$ cat config.mk
export PLATFORM = sky130hd
export DESIGN_NAME = oled_text_console
export DESIGN_NICKNAME = d
export VERILOG_FILES = /design/src/rtl/oled_text_console_pkg.sv /design/src/rtl/oled_text_console_cursor.sv /design/src/rtl/oled_text_console.sv
export SDC_FILE = /design/constraint.sdc
export NUM_CORES = 1
export LEC_CHECK = 0
export CORE_ASPECT_RATIO = 0.8
export CORE_MARGIN = 3
export CORE_UTILIZATION = 36
export DETAILED_ROUTE_END_ITERATION = 12
export GPL_TIMING_DRIVEN = 0
export PLACE_DENSITY_LB_ADDON = 0.3
export SLEW_MARGIN = 30
export SYNTH_ARGS = -nofsm -noshare
export SYNTH_HDL_FRONTEND = slang
export SYNTH_SLANG_ARGS = --single-unit
$ cat constraint.sdc
create_clock -name clk -period 2.2 [get_ports clk]
set_clock_uncertainty 0.05 [all_clocks]
set_input_delay 0.66 -clock clk [delete_from_list [all_inputs] [get_ports clk]]
set_output_delay 0.66 -clock clk [all_outputs]
set_load 0.005 [all_outputs]
$ cat src/rtl/oled_text_console_pkg.sv
// Shared definitions for the OLED text console: FSM codes, ASCII
// constants, screen geometry and cursor operation codes.
package oled_text_console_pkg;

  typedef enum logic [2:0] {
    S_OFF,
    S_ON_WAIT,
    S_IDLE,
    S_WR,
    S_WR_WAIT,
    S_CLR,
    S_CLR_WAIT,
    S_UPD_WAIT
  } state_e;

  localparam logic [7:0] ASCII_LF    = 8'h0A;
  localparam logic [7:0] ASCII_CR    = 8'h0D;
  localparam logic [7:0] ASCII_BS    = 8'h08;
  localparam logic [7:0] ASCII_FF    = 8'h0C;
  localparam logic [7:0] ASCII_SPACE = 8'h20;
  localparam logic [7:0] PRINT_LO    = 8'h20;
  localparam logic [7:0] PRINT_HI    = 8'h7E;

  localparam int ROWS = 4;
  localparam int COLS = 16;

  localparam logic [2:0] CUR_NONE = 3'd0;
  localparam logic [2:0] CUR_INC  = 3'd1;
  localparam logic [2:0] CUR_LF   = 3'd2;
  localparam logic [2:0] CUR_CR   = 3'd3;
  localparam logic [2:0] CUR_BS   = 3'd4;
  localparam logic [2:0] CUR_HOME = 3'd5;

  function automatic logic is_print(
    input logic [7:0] c
  );
    return (c >= PRINT_LO) && (c <= PRINT_HI);
  endfunction

endpackage

$ cat src/rtl/oled_text_console_cursor.sv
// Text cursor {row, col} for the console: next-position decode for
// printable, LF, CR, BS and home, registered on the clock.
module oled_cursor
  import oled_text_console_pkg::*;
(
  input  logic       clk,
  input  logic       rst,
  input  logic [2:0] op,
  output logic [5:0] cursor
);

  localparam int CB = $clog2(COLS);
  localparam int RB = $clog2(ROWS);

  logic [5:0] nxt;
  logic [RB-1:0] row;

  assign row = cursor[RB+CB-1:CB];

  always_comb begin
    nxt = cursor;
    case (op)
      CUR_INC:  nxt = cursor + 6'd1;
      CUR_LF:   nxt = {row + 2'd1, 4'd0};
      CUR_CR:   nxt = {row, 4'd0};
      CUR_BS:   nxt = (cursor == 6'd0) ? 6'd0
                                       : cursor - 6'd1;
      CUR_HOME: nxt = 6'd0;
      default:  nxt = cursor;
    endcase
  end

  always_ff @(posedge clk or posedge rst) begin
    if (rst) cursor <= 6'd0;
    else     cursor <= nxt;
  end

endmodule

$ cat src/rtl/oled_text_console.sv
// ASCII stream to OLED controller bridge: 4x16 text cursor, control
// characters, screen clear and one deferred refresh per idle burst.
module oled_text_console
  import oled_text_console_pkg::*;
#(
  parameter bit         AUTO_ON        = 1'b1,
  parameter bit         CLEAR_ON_START = 1'b1,
  parameter logic [7:0] FILL_CHAR      = ASCII_SPACE
) (
  input  logic       clk,
  input  logic       rst,
  input  logic       in_valid,
  input  logic [7:0] in_data,
  output logic       in_ready,
  output logic       write_start,
  output logic [7:0] write_ascii_data,
  output logic [8:0] write_base_addr,
  input  logic       write_ready,
  output logic       update_start,
  input  logic       update_ready,
  output logic       disp_on_start,
  input  logic       disp_on_ready,
  output logic       disp_active,
  output logic [5:0] cursor
);

  state_e     state;
  logic       dirty;
  logic [5:0] clr_idx;
  logic [2:0] cur_op;
  logic       accept;
  logic       wr_ack;
  logic       clr_done;
  logic       on_go;

  // The pulse cycle itself still sees the old ready; skip it.
  assign wr_ack   = write_ready && !write_start;
  assign accept   = in_valid && in_ready;
  assign clr_done = wr_ack && (clr_idx == 6'd63);
  assign on_go    = update_ready &&
                    ((state == S_OFF) ||
                     ((state == S_ON_WAIT) && !disp_on_start));

  always_comb begin
    cur_op = CUR_NONE;
    if ((state == S_IDLE) && accept) begin
      unique case (1'b1)
        is_print(in_data):     cur_op = CUR_INC;
        (in_data == ASCII_LF): cur_op = CUR_LF;
        (in_data == ASCII_CR): cur_op = CUR_CR;
        (in_data == ASCII_BS): cur_op = CUR_BS;
        default:               cur_op = CUR_NONE;
      endcase
    end else if ((state == S_CLR_WAIT) && clr_done) begin
      cur_op = CUR_HOME;
    end
  end

  oled_cursor u_cursor (
    .clk    (clk),
    .rst    (rst),
    .op     (cur_op),
    .cursor (cursor)
  );

  always_ff @(posedge clk or posedge rst) begin
    if (rst) begin
      state            <= S_OFF;
      dirty            <= 1'b0;
      clr_idx          <= 6'd0;
      in_ready         <= 1'b0;
      write_start      <= 1'b0;
      write_ascii_data <= 8'd0;
      write_base_addr  <= 9'd0;
      update_start     <= 1'b0;
      disp_on_start    <= 1'b0;
      disp_active      <= 1'b0;
    end else begin
      write_start   <= 1'b0;
      update_start  <= 1'b0;
      disp_on_start <= 1'b0;
      unique case (state)
        S_OFF, S_ON_WAIT: begin
          if (on_go) begin
            clr_idx <= 6'd0;
            if (CLEAR_ON_START) begin
              state <= S_CLR;
            end else begin
              state       <= S_IDLE;
              in_ready    <= 1'b1;
              disp_active <= 1'b1;
            end
          end else if ((state == S_OFF) && disp_on_ready &&
                       (AUTO_ON || in_valid)) begin
            disp_on_start <= 1'b1;
            state         <= S_ON_WAIT;
          end
        end
        S_IDLE: begin
          if (accept) begin
            unique case (1'b1)
              is_print(in_data): begin
                write_ascii_data <= in_data;
                write_base_addr  <= {cursor, 3'b000};
                in_ready         <= 1'b0;
                state            <= S_WR;
              end
              (in_data == ASCII_LF): dirty <= 1'b1;
              (in_data == ASCII_FF): begin
                clr_idx  <= 6'd0;
                in_ready <= 1'b0;
                state    <= S_CLR;
              end
              default: ;
            endcase
          end else if (!in_valid && dirty && update_ready) begin
            update_start <= 1'b1;
            dirty        <= 1'b0;
            in_ready     <= 1'b0;
            state        <= S_UPD_WAIT;
          end
        end
        S_WR: begin
          if (write_ready) begin
            write_start <= 1'b1;
            state       <= S_WR_WAIT;
          end
        end
        S_WR_WAIT: begin
          if (wr_ack) begin
            dirty    <= 1'b1;
            in_ready <= 1'b1;
            state    <= S_IDLE;
          end
        end
        S_CLR: begin
          if (write_ready) begin
            write_start      <= 1'b1;
            write_ascii_data <= FILL_CHAR;
            write_base_addr  <= {clr_idx, 3'b000};
            state            <= S_CLR_WAIT;
          end
        end
        S_CLR_WAIT: begin
          if (clr_done) begin
            dirty       <= 1'b1;
            in_ready    <= 1'b1;
            disp_active <= 1'b1;
            state       <= S_IDLE;
          end else if (wr_ack) begin
            clr_idx <= clr_idx + 6'd1;
            state   <= S_CLR;
          end
        end
        S_UPD_WAIT: begin
          if (update_ready && !update_start) begin
            in_ready <= 1'b1;
            state    <= S_IDLE;
          end
        end
        default: state <= S_OFF;
      endcase
    end
  end

endmodule
==> out/qor.csv, run 1 <==
stage;metric;value;unit
critical_path;worstPathCellList;buf_2 > and4_4 > a311oi_4 > buf_4 > nor3_1 > a21oi_2 > nand2_2 > mux2_4;
yosys;synthesized_instance_count;238;
critical_path;crit_start;in_data[4];
cells_and_area;area_growth;33.1;%
die;placement_rows;24;
critical_path;worst-path-max-fanout;4;
drt;detail_route.vias_per_cell;5.41;
critical_path;worst_ep_arrival_time;2.28;ns
die;design.die.area;7030;um2
critical_path;r2r_cells;7;
grt;grt_use_total;16.2;%
clock_tree;clkLatencyLatePin;0.29;ns
grt;globalRouteOverflowTotal;0;
yosys;netlist.area_leader.share;40.2;%
die;floorplan.die.height;75.6;um
outcome;run_status;finished, final reports clean;
sta;hold_slack;0.419;ns
placement;buffer_ports.inserted;38;
clock_tree;clockRootBuffer;clkbuf_8;
yosys;synth_edf_count;0;
critical_path;type_of_destination_of_the_critical_path;register;
clock_tree;tritoncts_clock_tree;yes;
die;core_area;5650;um2
die;ios;42;
die;starting_density_of_the_core;38.6;%
power;p_sw_share;38.0;%
grt;initial_antenna_violation_count;0;
power;pwr-share-comb;50.5;%
yosys;yosys.cell_count.top_type;dfrtp_1;
critical_path;cp.required;2.33;ns
clock_tree;clk_pin_slew_worst_paths;0.07;ns
sta;fmaxAchievable;465;MHz
yosys;post_synth_num_cell_types;60;
cells_and_area;fraction_of_final_layout_cells_with_drive_strength_greater_than_1;23.6;%
yosys;synth_largest_area_cell;dfrtp_1;
drt;drc;0;
critical_path;timing.critical_path.to;state[1];
cells_and_area;postLayoutCoreUtil;51.4;%
clock_tree;numCtsBuffers;5;
yosys;synthesis.yosys.warnings;0;
sta;report.final.setup_viol;0;
die;die_w;93.0;um
yosys;number_of_flip_flops_and_latches_in_the_synthesized_netlist;35;
placement;globalplace.congestion;0.862;
yosys;postSynthAreaPerCell;9.15;um2
power;internal-power;1.96;mW
drt;routed-via-count;2027;
cells_and_area;diodes_inserted;0;
critical_path;r2r_setup_slack;0.08;ns
power;power.share.sequential;34.5;%
sta;finalMaxSlewViolations;0;
power;net-switching-power;1.20;mW
drt;drtPass1Iterations;4;
yosys;ys_dominant_reg_cell;dfrtp_1;
power;ir_worst_vdd;0.344;mV
grt;grt_start_max_net_pins;36;
sta;setup-tns-final;0;ns
sta;relative_slew_margins;51.0;%
power;power_density;1090;nW/um2
critical_path;r2r_end;clr_idx[4];
yosys;netlist_top_cells_count;dfrtp_1, nand2_1, nor2_1;
grt;first_global_vias;1905;
critical_path;critPathLaunchType;input pin;
critical_path;worstSetupPathType;input pin to register;
run;maxCapViolCount;0;
yosys;synth.area.top_cells;dfrtp_1, nand2_1, a21oi_1;
sta;timing.final.hold_violations;0;
cells_and_area;final-instance-count-excl-fill;375;
sta;max_slew.worst_pin.slew;0.733;ns
critical_path;slowest_delay;0.44;ns
critical_path;crit_slowest_cell;a311oi_4;
clock_tree;clk_path_buf_depth;2;
drt;route.antenna.remaining_nets;0;
power;total_leakage_power;1.26;nW
sta;final_min_period_over_clock_period;97.7;%
critical_path;cp_num_buf_inv;2;
placement;dp_hpwl;3.90;mm
drt;first_iter_violations;80;
min_path;worst_hold_path.num_cells;1;
min_path;worst_hold_path_type;register to register;
clock_tree;htree_levels;2;
placement;cell_count_after_placement;356;
power;share_clk_of_total_power;15.0;%
grt;grt_first_pass_wirelength;8.94;mm
critical_path;critical_register_to_register_path_startpoint;clr_idx[0];
sta;final.min_clock_period;2.15;ns
yosys;synth_area;2180;um2
drt;detail_route.wl_per_cell;14.9;um
cells_and_area;nets;315;
yosys;synth.yosys.seq_area_share;40.2;%
critical_path;path_delay_family;compound AO/OA/AOI/OAI gates;
drt;wirelength;5.58;mm
critical_path;crit_cells;8;
clock_tree;clock-sinks;35;
yosys;asyncSetResetFlopFracSynth;100;%
sta;grt_setup_unrepaired;true;
==> how the worst min path moves through the flow <==
| stage | startpoint | endpoint | slack (ns) |
|---|---|---|---|
| global placement | disp_active | disp_active | 0.41 |
| finish | disp_active | disp_active | 0.42 |
| floorplan | dirty | dirty | 0.41 |
| global route | disp_active | disp_active | 0.44 |
| detailed placement | disp_active | disp_active | 0.41 |
| CTS | disp_active | disp_active | 0.42 |
==> flip-flops by register name, summed over array words and instances (netlist names) <==
| name | cells |
|---|---|
| clr_idx | 6 |
| dirty | 1 |
| disp_active | 1 |
| disp_on_start | 1 |
| in_ready | 1 |
| state | 3 |
| u_cursor.cursor | 6 |
| update_start | 1 |
| write_ascii_data | 8 |
| write_base_addr | 6 |
| write_start | 1 |
==> cell type report <==
type                            instances  area [um2]
Inverter                                8        30.0
Timing Repair Buffer                   50         435
Clock inverter                          1        5.00
Sequential cell                        35         876
Clock buffer                            6        82.6
Tap cell                               78        97.6
Buffer                                 11        62.6
Multi-Input combinational cell        186        1310
Fill cell                             556        2750
==> cell usage in the layout, fill, tap and decap left out, types with 6 or more instances in the layout <==
| cell type | count |
|---|---|
| and3_1 | 8 |
| nand2b_1 | 8 |
| inv_1 | 7 |
| buf_4 | 15 |
| buf_2 | 7 |
| clkdlybuf4s50_1 | 27 |
| a21oi_1 | 14 |
| o21ai_1 | 12 |
| o21ai_0 | 8 |
| a22o_1 | 6 |
| nor2_1 | 17 |
| dfrtp_1 | 35 |
| nand2_1 | 22 |
| clkbuf_8 | 6 |
==> power by group through the flow <==
| stage | clock network [mW] | registers, mW | logic [mW] |
|---|---|---|---|
| 6_report | 0.474 | 1.09 | 1.60 |
| 2_1_floorplan | 0 | 1.07 | 0.878 |
| 3_5_place_dp | 0 | 1.10 | 1.46 |
| 3_3_place_gp | 0 | 1.10 | 1.43 |
| 4_1_cts | 0.489 | 1.08 | 1.53 |
| 5_1_grt | 0.517 | 1.13 | 1.76 |
==> per-stage QoR <==
stage / setup WS (ns) / cell area, um2 / total power, mW
after global placement: -0.755 / 2660 / 2.53
final: 0.0506 / 2900 / 3.16
after CTS: 0.00289 / 2880 / 3.10
after floorplan: 0.0399 / 2190 / 1.95
after global routing: -0.0304 / 2900 / 3.40
after detailed placement: -0.779 / 2660 / 2.56
==> cell families (layout without fill, tap and decap cells) <==
kind of cell | Yosys count | count (layout) | share of synthesized area (%)
compound gates | 73 | 73 | 24.4
xor+xnor | 2 | 2 | 0.804
fa+ha+maj | 4 | 4 | 2.30
buf+inv | 19 | 76 | 4.19
flops | 35 | 35 | 40.2
mux | 6 | 6 | 2.87
other cells | 1 | 3 | 0.172
simple gates | 98 | 98 | 25.1
==> what timing repair did <==
action                                 CTS  global route
endpoints found under the hold margin    0             0
hold buffers                             0             0
setup endpoints to repair               30            25
gates resized for setup                 37            25
pin swaps                                9             9
setup buffers                           12             0
==> per-layer routing <==
layer | share of wire [%] | track usage, %
met5 | 0 | 0
met4 | 1.1 | 4.55
met3 | 4.4 | 4.84
met2 | 47 | 26.4
met1 | 48 | 21.2
Power figures use the tool's default switching activity.
==> run 2: changes to the inputs <==
--- a/config.mk
+++ b/config.mk
@@ -5,12 +5,14 @@
 export SDC_FILE = /design/constraint.sdc
 export NUM_CORES = 1
 export LEC_CHECK = 0
-export CORE_ASPECT_RATIO = 0.8
+export CELL_PAD_IN_SITES_DETAIL_PLACEMENT = 1
+export CELL_PAD_IN_SITES_GLOBAL_PLACEMENT = 1
+export CORE_ASPECT_RATIO = 1.4
 export CORE_MARGIN = 3
 export CORE_UTILIZATION = 36
 export DETAILED_ROUTE_END_ITERATION = 12
 export GPL_TIMING_DRIVEN = 0
-export PLACE_DENSITY_LB_ADDON = 0.3
+export PLACE_DENSITY_LB_ADDON = 0.05
 export SLEW_MARGIN = 30
 export SYNTH_ARGS = -nofsm -noshare
 export SYNTH_HDL_FRONTEND = slang
==> out/qor.csv, run 2 (same netlist as run 1, synthesis figures left out) <==
stage;metric;value;unit;change
die;placement_rows;32;;was 24
sta;hold_slack;0.437;ns;was 0.419 ns
critical_path;cp.required;2.37;ns;was 2.33 ns
sta;final.min_clock_period;2.17;ns;was 2.15 ns
grt;grt_use_total;18.8;%;was 16.2%
cells_and_area;layout.filler_cells;673;;was 556
die;die_w;71.7;um;was 93.0 um
drt;detail_route.vias_per_cell;5.51;;was 5.41
die;floorplan.die.height;98.0;um;was 75.6 um
sta;timing.final.hold_violations;0;;unchanged
cells_and_area;largest_register_ffs;8;;unchanged
placement;dp_hpwl;4.39;mm;was 3.90 mm
clock_tree;tritoncts_clock_tree;yes;;unchanged
cells_and_area;diodes_inserted;0;;unchanged
grt;grt_start_max_net_pins;22;;was 36
grt;initial_antenna_violation_count;0;;unchanged
sta;report.final.setup_viol;0;;unchanged
critical_path;critical_register_to_register_path_startpoint;state[0];;was clr_idx[0]
drt;route.antenna.remaining_nets;0;;unchanged
critical_path;worstSetupPathType;input pin to register;;unchanged
min_path;worst_hold_path_type;register to register;;unchanged
power;ir_worst_vdd;0.555;mV;was 0.344 mV
critical_path;critPathLaunchType;input pin;;unchanged
clock_tree;clk_pin_slew_worst_paths;0.07;ns;about the same
die;core_area;5690;um2;was 5650 um2
sta;relative_slew_margins;66.2;%;was 51.0%
cells_and_area;layout.cells.most_common_list;dfrtp_1, clkdlybuf4s50_1, nand2_1;;unchanged
die;starting_density_of_the_core;38.3;%;was 38.6%
critical_path;type_of_destination_of_the_critical_path;register;;unchanged
clock_tree;clkLatencyLatePin;0.30;ns;was 0.29 ns
run;maxCapViolCount;0;;unchanged
clock_tree;cts_hold_repair.buffers;0;;unchanged
outcome;run_status;finished, final reports clean;;unchanged
die;ios;42;;unchanged
cells_and_area;fraction_of_final_layout_cells_with_drive_strength_greater_than_1;25.7;%;was 23.6%
critical_path;worst-path-max-fanout;6;;was 4
sta;finalMaxSlewViolations;0;;unchanged
grt;first_global_vias;2188;;was 1,905
sta;final_min_period_over_clock_period;98.8;%;was 97.7%
sta;max_slew.worst_pin.slew;0.508;ns;was 0.733 ns
drt;drtPass1Iterations;4;;unchanged
drt;drc;0;;unchanged
drt;wirelength;6.34;mm;was 5.58 mm
clock_tree;clk_path_buf_depth;2;;unchanged
placement;buffer_ports.inserted;38;;unchanged
power;total_leakage_power;1.27;nW;was 1.26 nW
clock_tree;numCtsBuffers;5;;unchanged
drt;first_iter_violations;65;;was 80
sta;setup-tns-final;0;ns;unchanged
grt;grt_first_pass_wirelength;10.6;mm;was 8.94 mm
sta;fmaxAchievable;460;MHz;was 465 MHz
critical_path;crit_start;in_data[1];;was in_data[4]
power;power_density;1080;nW/um2;was 1090 nW/um2
critical_path;worst_ep_arrival_time;2.34;ns;was 2.28 ns
cells_and_area;mostFrequentLayoutCell;dfrtp_1;;unchanged
cells_and_area;registers.top_by_ff_count;write_ascii_data;;unchanged
clock_tree;clockRootBuffer;clkbuf_8;;unchanged
power;post-layout-total-power;3.23;mW;was 3.16 mW
cells_and_area;area_growth;36.6;%;was 33.1%
cells_and_area;nets;317;;was 315
grt;globalRouteOverflowTotal;0;;unchanged
clock_tree;htree_levels;2;;unchanged
clock_tree;clock-sinks;35;;unchanged
drt;detail_route.wl_per_cell;17.2;um;was 14.9 um
min_path;holdCritStartpoint;write_base_addr[3];;was disp_active
drt;routed-via-count;2027;;unchanged
die;design.die.area;7030;um2;about the same
placement;globalplace.congestion;0.811;;was 0.862
[run 2: changes by cell type in the layout (fill, tap and decap cells not counted), moves of 2 or more]
| cell | change |
|---|---|
| nor3b_4 | +2 |
| buf_2 | +3 |
| dlygate4sd2_1 | +2 |
| clkdlybuf4s15_2 | -2 |
| dfrtp_1 | -2 |
| dfrtp_2 | +2 |
| mux2_4 | -2 |
| mux2_1 | +2 |
| nor3b_2 | -3 |
[run 2: stage by stage]
step / setup slack [ns] / utilization, % / instance area (um2) / cells
6_report: 0.0253 / 52.3 / 2980 / 368
5_1_grt: -0.0538 / 52.3 / 2980 / 368
4_1_cts: 0.00303 / 51.4 / 2920 / 365
3_5_place_dp: -0.858 / 47.1 / 2680 / 347
3_3_place_gp: -0.790 / 46.6 / 2650 / 346
2_1_floorplan: 0.0399 / - / 2190 / 240
[run 2: power by group]
group / internal [mW] / switching [mW]
sequential: 0.871 / 0.237
combinational: 0.823 / 0.759
clock: 0.286 / 0.251
[run 2: final cells by class]
class / instances / area [um2] / area share, %
Buffer: 11 / 63.8 / 2.14
Clock buffer: 8 / 100 / 3.36
Tap cell: 68 / 85.1 / 2.86
Inverter: 8 / 30.0 / 1.01
Sequential cell: 35 / 878 / 29.5
Timing Repair Buffer: 52 / 458 / 15.4
Multi-Input combinational cell: 186 / 1360 / 45.7
[run 2: per-layer routing]
layer | GRT usage [%] | part of all wire, % | up-vias
li1 | - | - | 1000
met1 | 24.0 | 45 | 978
met2 | 31.0 | 50 | 44
met3 | 3.40 | 3.4 | 5
met4 | 7.81 | 1.3 | 0
met5 | 0 | 0 | -
[run 2: worst paths after layout]
kind / end / slack (ns) / cells past startpoint
max: u_cursor.cursor[5] / 0.03 / 7
min: write_base_addr[3] / 0.44 / 2
max reg2reg: state[1] / 0.18 / 7
min reg2reg: write_base_addr[3] / 0.44 / 2
max in group asynchronous: write_ascii_data[2] / 1.05 / 3
min in group asynchronous: clr_idx[2] / 0.62 / 2
[run 2: critical path, stage by stage]
cell	delay, ns
buf_2	0.18
and3b_1	0.20
o2111ai_1	0.32
nor2_1	0.14
or3_4	0.45
o32ai_2	0.25
o2bb2ai_1	0.14
[run 2: timing repair]
| action | in CTS | in global routing |
|---|---|---|
| hold endpoints to repair | 0 | 0 |
| gates resized for setup | 49 | 28 |
| endpoints found under the setup margin | 30 | 23 |
| buffers inserted | 10 | 3 |
| pin swaps | 12 | 12 |
==> run 3: changes to the inputs <==
--- a/config.mk
+++ b/config.mk
@@ -10,9 +10,10 @@
 export CORE_ASPECT_RATIO = 1.4
 export CORE_MARGIN = 3
 export CORE_UTILIZATION = 36
+export CTS_CLUSTER_SIZE = 12
 export DETAILED_ROUTE_END_ITERATION = 12
 export GPL_TIMING_DRIVEN = 0
-export PLACE_DENSITY_LB_ADDON = 0.05
+export PLACE_DENSITY_LB_ADDON = 0.1
 export SLEW_MARGIN = 30
 export SYNTH_ARGS = -nofsm -noshare
 export SYNTH_HDL_FRONTEND = slang
==> constraint.sdc (replaced) <==
create_clock -name clk -period 2.4 [get_ports clk]
set_clock_uncertainty 0.05 [all_clocks]
set_input_delay 0.72 -clock clk [delete_from_list [all_inputs] [get_ports clk]]
set_output_delay 0.72 -clock clk [all_outputs]
set_load 0.005 [all_outputs]
==> out/qor.csv, run 3 (same netlist as run 1, synthesis figures left out) <==
stage;metric;value;unit;change
drt;routed-via-count;1979;;was 2,027
drt;drtPass1Iterations;4;;unchanged
grt;grt_start_max_net_pins;28;;was 22
power;net-switching-power;1.09;mW;was 1.25 mW
die;placement_rows;32;;unchanged
critical_path;cp.required;2.54;ns;was 2.37 ns
critical_path;cp_common_cell;nor2_2;;
drt;wirelength;5.87;mm;was 6.34 mm
outcome;run_status;finished, final reports clean;;unchanged
critical_path;crit_slowest_cell;o41a_4;;was or3_4
cells_and_area;layout.cells.most_common_list;dfrtp_1, clkdlybuf4s50_1, nand2_1;;unchanged
sta;fmaxAchievable;425;MHz;
grt;grt_use_total;18.1;%;was 18.8%
critical_path;worst_ep_arrival_time;2.49;ns;was 2.34 ns
placement;globalplace.congestion;0.767;;was 0.811
power;share_clk_of_total_power;15.6;%;was 16.6%
sta;hold_slack;0.425;ns;was 0.437 ns
cells_and_area;mostFrequentLayoutCell;dfrtp_1;;unchanged
clock_tree;clkLatencyLatePin;0.28;ns;was 0.30 ns
drt;first_iter_violations;77;;was 65
drt;detail_route.vias_per_cell;5.54;;was 5.51
run;maxCapViolCount;0;;unchanged
power;ir_worst_vdd;0.464;mV;was 0.555 mV
critical_path;r2r_setup_slack;0.23;ns;was 0.18 ns
placement;buffer_ports.inserted;38;;unchanged
sta;final.min_clock_period;2.35;ns;
power;total_leakage_power;1.23;nW;was 1.27 nW
clock_tree;clk_pin_slew_worst_paths;0.07;ns;about the same
drt;route.antenna.remaining_nets;0;;unchanged
critical_path;cp_num_buf_inv;1;;unchanged
cells_and_area;diodes_inserted;0;;unchanged
critical_path;path_delay_family;simple AND/OR/NAND/NOR gates;;unchanged
clock_tree;clock-sinks;35;;unchanged
critical_path;r2r_end;clr_idx[5];;was state[1]
die;starting_density_of_the_core;38.3;%;unchanged
critical_path;critPathLaunchType;input pin;;unchanged
critical_path;worstSetupPathType;input pin to register;;unchanged
cells_and_area;nets;307;;was 317
grt;initial_antenna_violation_count;0;;unchanged
min_path;worst_hold_path_type;register to register;;unchanged
die;core_area;5690;um2;unchanged
min_path;holdCritStartpoint;disp_active;;was write_base_addr[3]
grt;globalRouteOverflowTotal;0;;unchanged
critical_path;worstPathCellList;dlygate4sd2_1 > nor2_2 > and4_4 > nor2_2 > o41a_4 > or2_4 > o31ai_2;;was buf_2 > and3b_1 > o2111ai_1 > nor2_1 > or3_4 > o32ai_2 > o2bb2ai_1
power;pwr-share-comb;48.6;%;was 49.0%
min_path;worst_hold_path.num_cells;1;;was 2
die;floorplan.die.height;98.0;um;unchanged
grt;grt_first_pass_wirelength;10.2;mm;was 10.6 mm
die;design.die.area;7030;um2;unchanged
cells_and_area;largest_register_ffs;8;;unchanged
sta;grt_setup_unrepaired;true;;
power;internal-power;1.73;mW;was 1.98 mW
sta;finalMaxSlewViolations;0;;unchanged
cells_and_area;final-instance-count-excl-fill;357;;was 368
die;die_w;71.7;um;unchanged
grt;first_global_vias;2080;;was 2,188
clock_tree;tritoncts_clock_tree;yes;;unchanged
min_path;sink_of_the_worst_hold_path;disp_active;;was write_base_addr[3]
drt;detail_route.wl_per_cell;16.4;um;was 17.2 um
sta;timing.final.hold_violations;0;;unchanged
drt;drc;0;;unchanged
placement;cell_count_after_placement;347;;unchanged
power;power_density;998;nW/um2;was 1080 nW/um2
cells_and_area;registers.top_by_ff_count;write_ascii_data;;unchanged
clock_tree;clockRootBuffer;clkbuf_8;;unchanged
critical_path;slowest_delay;0.51;ns;was 0.45 ns
cells_and_area;fraction_of_final_layout_cells_with_drive_strength_greater_than_1;18.0;%;was 25.7%
clock_tree;htree_levels;2;;unchanged
clock_tree;clk_path_buf_depth;2;;unchanged
power;p_sw_share;38.7;%;was 38.6%
critical_path;r2r_cells;7;;unchanged
cells_and_area;layout.filler_cells;664;;was 673
cells_and_area;area_growth;29.6;%;was 36.6%
critical_path;critical_register_to_register_path_startpoint;clr_idx[0];;was state[0]
critical_path;type_of_destination_of_the_critical_path;register;;unchanged
sta;report.final.setup_viol;0;;unchanged
placement;dp_hpwl;4.34;mm;was 4.39 mm
die;ios;42;;unchanged
power;power.share.sequential;35.8;%;was 34.4%
clock_tree;cts_hold_repair.buffers;0;;unchanged
clock_tree;numCtsBuffers;5;;unchanged
sta;final_min_period_over_clock_period;98.0;%;
critical_path;worst-path-max-fanout;8;;was 6
-- run 3: how the worst max path moves through the flow --
stage,from,end,slack [ns],cells past startpoint
4_1_cts,in_data[1],clr_idx[5],0.00002,7
6_report,in_data[7],clr_idx[5],0.05,7
2_1_floorplan,in_data[5],clr_idx[4],0.18,6
5_1_grt,in_data[7],u_cursor.cursor[4],-0.01,7
3_5_place_dp,in_data[5],write_ascii_data[6],-0.67,7
3_3_place_gp,in_data[5],u_cursor.cursor[0],-0.67,7
-- run 3: cell type report --
cell class	count	area, um2	area share [%]
multi-input cells	186	1290	45.7
clock buffers	6	82.6	2.93
repair buffers	42	390	13.8
clock inverters	1	5.00	0.177
plain buffers	11	63.8	2.26
well taps	68	85.1	3.01
inverters	8	30.0	1.06
flip-flops and latches	35	876	31.0
-- run 3: per-stage QoR --
stage	setup TNS, ns	worst slack [ns]	power, mW	cell area, um2	utilization [%]
after floorplan	0	0.180	1.78	2190	-
after global placement	-17.74	-0.672	2.34	2650	46.6
after detailed placement	-16.66	-0.672	2.38	2670	47.0
after CTS	0	0.0000167	2.85	2810	49.4
after global routing	-0.0107	-0.0107	3.06	2820	49.6
final	0	0.0477	2.82	2820	49.6
-- run 3: what timing repair did --
action	CTS	global route
pin swaps	4	6
setup buffers	2	1
resized for setup	22	21
setup endpoints to repair	29	12
-- run 3: per-layer routing --
layer,wire (um),GRT usage (%),up-vias
met5,0,0,-
met4,76,4.92,0
met3,166,2.47,5
met2,3000,30.0,36
met1,2620,24.4,962
li1,-,-,976
-- run 3: power groups by stage --
| stage | Clock [mW] | Sequential [mW] | Combinational, mW |
|---|---|---|---|
| after detailed placement | 0 | 1.02 | 1.36 |
| after global placement | 0 | 1.01 | 1.33 |
| after CTS | 0.457 | 1.01 | 1.38 |
| final | 0.439 | 1.01 | 1.37 |
| after floorplan | 0 | 0.980 | 0.805 |
| after global routing | 0.477 | 1.05 | 1.54 |
